$ cat src/rtl/stream_mux.sv
// stream_mux: N-input, W-bit packet multiplexer with valid/ready handshakes.
// Grants one input for a whole packet (through its last beat). The grant
// comes either from a fixed select or from a round-robin search. The output
// stage is registered.
//
// Ports:
//   clock        rising-edge clock
//   reset_n      synchronous active-low reset
//   mode         0 = fixed select, 1 = round-robin
//   select       channel index used in fixed mode (out-of-range never grants)
//   in_data      channel i at [i*WIDTH +: WIDTH]
//   in_valid     per-channel beat valid
//   in_last      per-channel last beat of packet
//   in_ready     per-channel accept (combinational from out_ready)
//   out_data     registered data
//   out_valid    registered valid
//   out_last     registered last flag
//   out_channel  source channel of the current output beat
//   out_ready    downstream accept
//
// Constraints: NUM_INPUTS >= 2, SEL_W >= clog2(NUM_INPUTS).
module stream_mux #(
    parameter int unsigned WIDTH      = 8,
    parameter int unsigned NUM_INPUTS = 4,
    parameter int unsigned SEL_W      = 2
) (
    input  logic                        clock,
    input  logic                        reset_n,
    input  logic                        mode,
    input  logic [SEL_W-1:0]            select,
    input  logic [NUM_INPUTS*WIDTH-1:0] in_data,
    input  logic [NUM_INPUTS-1:0]       in_valid,
    input  logic [NUM_INPUTS-1:0]       in_last,
    output logic [NUM_INPUTS-1:0]       in_ready,
    output logic [WIDTH-1:0]            out_data,
    output logic                        out_valid,
    output logic                        out_last,
    output logic [SEL_W-1:0]            out_channel,
    input  logic                        out_ready
);

    typedef enum logic {
        IDLE   = 1'b0,
        LOCKED = 1'b1
    } state_t;

    state_t             state;
    logic [SEL_W-1:0]   grant;
    logic [SEL_W-1:0]   rr_ptr;

    logic               cand_found;
    logic [SEL_W-1:0]   cand_idx;
    logic               g_valid;
    logic               g_last;
    logic [WIDTH-1:0]   g_data;
    logic               out_free;
    logic               xfer;

    // Arbitration candidate. In round-robin mode the search runs from the
    // farthest offset down to rr_ptr+1, so the last hit is the nearest
    // valid channel after rr_ptr (the just-completed channel ranks last).
    always_comb begin
        cand_found = 1'b0;
        cand_idx   = '0;
        if (!mode) begin
            for (int unsigned i = 0; i < NUM_INPUTS; i++) begin
                if (select == SEL_W'(i) && in_valid[i]) begin
                    cand_found = 1'b1;
                    cand_idx   = SEL_W'(i);
                end
            end
        end else begin
            for (int unsigned k = NUM_INPUTS; k >= 1; k--) begin
                for (int unsigned i = 0; i < NUM_INPUTS; i++) begin
                    if (i == (32'(rr_ptr) + k) % NUM_INPUTS && in_valid[i]) begin
                        cand_found = 1'b1;
                        cand_idx   = SEL_W'(i);
                    end
                end
            end
        end
    end

    // Signals of the currently granted channel.
    always_comb begin
        g_valid = 1'b0;
        g_last  = 1'b0;
        g_data  = '0;
        for (int unsigned i = 0; i < NUM_INPUTS; i++) begin
            if (grant == SEL_W'(i)) begin
                g_valid = in_valid[i];
                g_last  = in_last[i];
                g_data  = in_data[i*WIDTH +: WIDTH];
            end
        end
    end

    // The output register can take a beat when empty or being popped.
    assign out_free = ~out_valid | out_ready;
    assign xfer     = (state == LOCKED) & g_valid & out_free;

    always_comb begin
        in_ready = '0;
        for (int unsigned i = 0; i < NUM_INPUTS; i++) begin
            in_ready[i] = (state == LOCKED) && (grant == SEL_W'(i)) && out_free;
        end
    end

    // FSM, round-robin pointer and output register.
    always_ff @(posedge clock) begin
        if (!reset_n) begin
            state       <= IDLE;
            grant       <= '0;
            rr_ptr      <= SEL_W'(NUM_INPUTS - 1);
            out_valid   <= 1'b0;
            out_data    <= '0;
            out_last    <= 1'b0;
            out_channel <= '0;
        end else begin
            case (state)
                IDLE: begin
                    if (cand_found) begin
                        grant <= cand_idx;
                        state <= LOCKED;
                    end
                end
                LOCKED: begin
                    if (xfer && g_last) begin
                        rr_ptr <= grant;
                        state  <= IDLE;
                    end
                end
            endcase

            if (xfer) begin
                out_data    <= g_data;
                out_last    <= g_last;
                out_channel <= grant;
                out_valid   <= 1'b1;
            end else if (out_ready) begin
                out_valid   <= 1'b0;
            end
        end
    end

endmodule

$ cat config.mk
export PLATFORM = sky130hd
export DESIGN_NAME = stream_mux
export DESIGN_NICKNAME = d
export VERILOG_FILES = /design/src/rtl/stream_mux.sv
export SDC_FILE = /design/constraint.sdc
export NUM_CORES = 1
export LEC_CHECK = 0
export BUFFER_PORTS_ARGS = -buffer_cell sky130_fd_sc_hd__buf_2
export CORE_MARGIN = 3
export CORE_UTILIZATION = 30
export CTS_CLUSTER_DIAMETER = 60
export DETAILED_ROUTE_END_ITERATION = 6
export HOLD_SLACK_MARGIN = 0.15
export PLACE_DENSITY_LB_ADDON = 0.2
export RECOVER_POWER = 25
export SYNTH_ARGS = -nofsm -noshare
export SYNTH_HDL_FRONTEND = slang
export SYNTH_SLANG_ARGS = --single-unit
$ cat constraint.sdc
create_clock -name clock -period 2.3 [get_ports clock]
set_input_delay 0.115 -clock clock [delete_from_list [all_inputs] [get_ports clock]]
set_output_delay 0.115 -clock clock [all_outputs]
set_load 0.02 [all_outputs]
# Word level (Yosys, flattened, before mapping)
# Index checks and enable logic that the tools add are counted.
totals:
  register_bits: 17
  in_bits: 46
  out_inout_bits: 16
  wordCells: 129
op_classes:
  add_sub_neg: 4
  n_eq_ne: 18
  mux: 57
  n_bitwise: 5
  reduce_logical: 38
ops:
  columns: ["cell", "n"]
  rows:
  - ["logical NOT 32 bit", 4]
  - ["2-to-1 mux 1 bit", 35]
  - ["2-to-1 mux 2 bit", 17]
  - ["2-to-1 mux 8 bit", 4]
  - ["logical AND 1 bit", 29]
  - ["equality test 2 bit (first input constant)", 8]
  - ["equality test 1 x 2 -> 1 bit (first input constant)", 4]
  - ["equality test 2 bit (second input constant)", 4]
  - ["adder 2 x 1 -> 2 bit (second input constant)", 2]
  - ["adder 2 bit (second input constant)", 2]
  - ["equality test 2 x 1 -> 1 bit (second input constant)", 2]
  - ["logical NOT 2 bit", 2]
  - ["AND reduction 2 bit", 2]
  - ["AND 1 bit", 2]
  - ["NOT 1 bit", 2]
  - ["case mux 1 bit (2 select lines)", 1]
  - ["nonzero test 2 bit", 1]
  - ["OR 1 bit", 1]

# Depth between registers and ports, before layout
logic_depth:
  ltp_word: 22
  depth_mapped: 6
  ltp_nobuf: 4

# Worst setup path after synthesis
# No wires, ideal clock.
synth_path:
  path_kind: "register to register"
  startpoint: "register grant[0]"
  endpoint: "register rr_ptr[0]"
  setup_ns: 0.125
  arrival_ns: 1.447
  slack_ns: 0.728
  stages_incl_launch_ff: 6
  path_cell_list: "dfxtp_1 -> buf_2 -> mux4_1 -> nand4_1 -> mux2i_1 -> nand2_1"
synth_via:
  elab_chain_len: 9
synth_lines:
  columns: ["element", "line_no", "source"]
  rows:
  - ["start: declaration", "48", "logic [SEL_W-1:0] grant;"]
  - ["start signal: assignment", "123", "grant <= cand_idx;"]
  - ["logical NOT 2 bit", "90", "if (grant == SEL_W'(i)) begin"]
  - ["2-to-1 mux 1 bit (4 in series)", "90", null]
  - ["AND 1 bit (2 in series)", "100", "assign xfer = (state == LOCKED) & g_valid & out_free;"]
  - ["logical AND 1 bit", "128", "if (xfer && g_last) begin"]
  - ["AND reduction 2 bit (no line)", null, null]
  - ["end signal: assignment", "114", "rr_ptr <= SEL_W'(NUM_INPUTS - 1);"]
  - ["end signal: assignment", "129", "rr_ptr <= grant;"]
  - ["end: declaration", "49", "logic [SEL_W-1:0] rr_ptr;"]
# Parallel ways exist; a longest one is shown, timed or not.
# A chain may end at the register's enable or synchronous reset.

# Worst setup path after layout
layout_path:
  startpoint: "register grant[0]"
  endpoint: "register rr_ptr[1]"
layout_via:
  elab_chain_len: 9
layout_lines:
  columns: ["element", "line_no"]
  rows:
  - ["logical NOT 2 bit", "90"]
  - ["2-to-1 mux 1 bit (4 in series)", "90"]
  - ["AND 1 bit (2 in series)", "100"]
  - ["logical AND 1 bit (*)", "128"]
  - ["AND reduction 2 bit (no line) (*)", null]
# Every way passes the cells marked *; elsewhere a longest branch is shown, timed or not.

==> metrics.md <==
| Metric | Value |
|---|---|
| Outcome | `finished, final reports clean` |
| Die Wd | `67.7 um` |
| # IOs | `62` |
| Overall Global Routing Usage | `0.129` |
| Die Ht | `67.7 um` |
| Layout Skew | `2.81 ps` |
| Routed vias/inst | `5.06` |
| Drt total wl | `3080 um` |
| Clock latency on the worst-skew pair | `240 ps` |
| # diodes | `0` |
| CP endpoint kind | `flip-flop` |
| Yosys reg bits | `17` |
| Root buffer cell | `clkbuf_8` |
| Yosys cell types | `33` |
| Peak Freq | `547 MHz` |
| Fraction of layout cells with a size suffix above 1 | `0.407` |
| CTS tree | `yes` |
| Worst Tran Pin Value | `about 420 ps` |
| Synth Net Count | `147` |
| Most frequent cells in the layout | `53 x buf_2, 17 x dfxtp_1, 14 x mux2i_1` |
| Worst setup path class | `reg -> reg` |
| Post-Synth Simple-Gate Area | `0.155` |
| Mux contribution to synthesized area | `0.369` |
| Synth Area in XOR/XNOR | `0` |
| First-pass GRT wire length | `4510 um` |
| Routed WL per cell | `14.8 um` |
| Initial DRC count | `33` |
| CTS Hold Buffers Added | `0` |
| H-tree lvl count | `1` |
| Site Rows | `21` |
| Pre-Repair DR Iteration Count | `4` |
| Grt ovf | `0` |
| Synth Area in Compound Gates | `0.109` |
| Post-synthesis sequential area ratio | `0.298` |
| Worst hold slack | `179 ps` |
| HP Class | `in -> reg` |
| Min Tclk post-route | `1830 ps` |
| WP data required | `2430 ps` |
| Antenna Nets Post-Route | `0` |
| Initial antenna violation count | `0` |
| Core Area | `3490 um^2` |
| Synth async-reset ratio | `0` |
| Layout overhead on the synthesized area | `30.2%` |
| Crit path arrival time | `around 2000 ps` |
| RSZ-0062 raised after global routing | `false` |
| Max_cap viols | `0` |
| Crit-path max FO | `8` |
| Commonest non-fill, non-tap cell in the layout | `buf_2` |
| Top_reg_cell synth | `dfxtp_1` |
| Die ar. | `4590 um^2` |
| Max clock buf depth | `2` |
| PostCTS Resize Cnt | `0` |
| PD cells | `544 nW/um^2` |
| Routed vias | `1052` |
| Number of synthesized flops with an enable pin | `0` |
| DP HPWL | `2430 um` |
| Mean Syn Cell Area | `11.3 um^2` |
| Yosys synthesis warning count | `0` |
| # clock sinks | `17` |
| DRC | `0` |
| Count of pins over their slew limit | `0` |
| Vias in the first global route | `1069` |
| Largest family of logic cells by synthesized area | `multiplexers` |
| PortBufs | `61` |
| Synth Area in Adders | `0` |
| Slew headroom | `0.722` |
| Initial core utilization | `0.327` |
| Final Hold Vio Count | `0` |
| FF-to-FF setup slack | `about 470 ps` |
| Number of CTS-inserted buffers | `3` |
| Final Net Count | `209` |
| # setup viols final | `0` |
| Part of the cycle the worst path needs | `0.794` |
| Final weighted congestion in routability-driven placement | `0.795` |
| Worst-path clk slew | `70 ps` |
| Lkg Pwr | `0.714 nW` |
| # fillers | `370` |
| # Post-CTS Setup Buffers | `0` |
| Synth Instances | `about 100` |
| VDD IR max | `201 uV` |
| Largest net degree at the start of global routing | `19` |
| Startpoint class of the critical path | `flip-flop` |
| Setup_tns | `0 ps` |
| Post-synthesis instance area | `1140 um^2` |
## worst max-delay path, stage by stage (launching register included)
cell	delay [ps]
dfxtp_1	580
mux4_1	620
nand4_1	220
mux2i_1	220
nand2_1	70
## path summary, 6_finish.rpt
path                                from   endpoint  cells after the start
worst min register to register  out_last   out_last                      2
worst max-delay path            grant[0]  rr_ptr[1]                      4
worst min-delay path             reset_n  rr_ptr[0]                      2
worst max register to register  grant[0]  rr_ptr[1]                      4
## stage by stage
step / instance area [um^2] / utilization / power, mW / cells / setup slack [ps]
after floorplan: 1140 / - / 0.527 / 101 / 728
after global placement: 1450 / 0.416 / 0.593 / 204 / 587
after detailed placement: 1450 / 0.416 / 0.603 / 204 / 477
after CTS: 1500 / 0.429 / 0.822 / 208 / 469
after global routing: 1490 / 0.426 / 0.855 / 208 / 388
final: 1490 / 0.426 / 0.811 / 208 / 473
## sequential cells by signal, summed over array words and instances (netlist names)
register,flops
out_valid,1
state,1
out_last,1
out_channel,2
rr_ptr,2
grant,2
out_data,8
## final cells by class
cell class              instances  area [um^2]  share of cell area
clock buffers                   4         45.0              0.0303
well taps                      46         57.6              0.0387
flip-flops and latches         17          340               0.229
inverters                       3         11.3             0.00756
multi-input cells              75          724               0.487
repair buffers                 63          310               0.208
## where the power goes
group	switching, mW	internal [mW]	leakage [nW]
sequential	0.0229	0.319	0.139
clock	0.0959	0.123	0.0228
combinational	0.121	0.130	0.552
total	0.240	0.571	0.714
## per-layer routing
layer / GRT usage / vias to the layer above / routed length (um)
li1: - / 511 / -
met3: 0.0133 / 2 / 223
met5: 0 / - / 0
met1: 0.156 / 498 / 1190
met2: 0.235 / 41 / 1640
met4: 0.0430 / 0 / 25
## cells in the mapped netlist (2+ instances only)
cell       n  area (um^2)
inv_1      3         11.3
mux4_2     5          113
mux2i_1   14          140
nand2_1    6         22.5
nand2b_1   3         18.8
nor2b_1   12         75.1
clkbuf_8   2         27.5
a21boi_0   2         15.0
mux4_1     6          158
o211ai_1   2         15.0
nor2_1     5         18.8
o21ai_0    2         10.0
and2_1     2         12.5
dfxtp_1   17          340
a21oi_1    2         10.0
## logic make-up after synthesis
kind of cell,count (synthesis)
flip-flops,17
AND/OR/NAND/NOR,32
AO/OA/AOI/OAI,17
multiplexers,26
buffers and inverters,9
(Power assumes the default switching activity.)
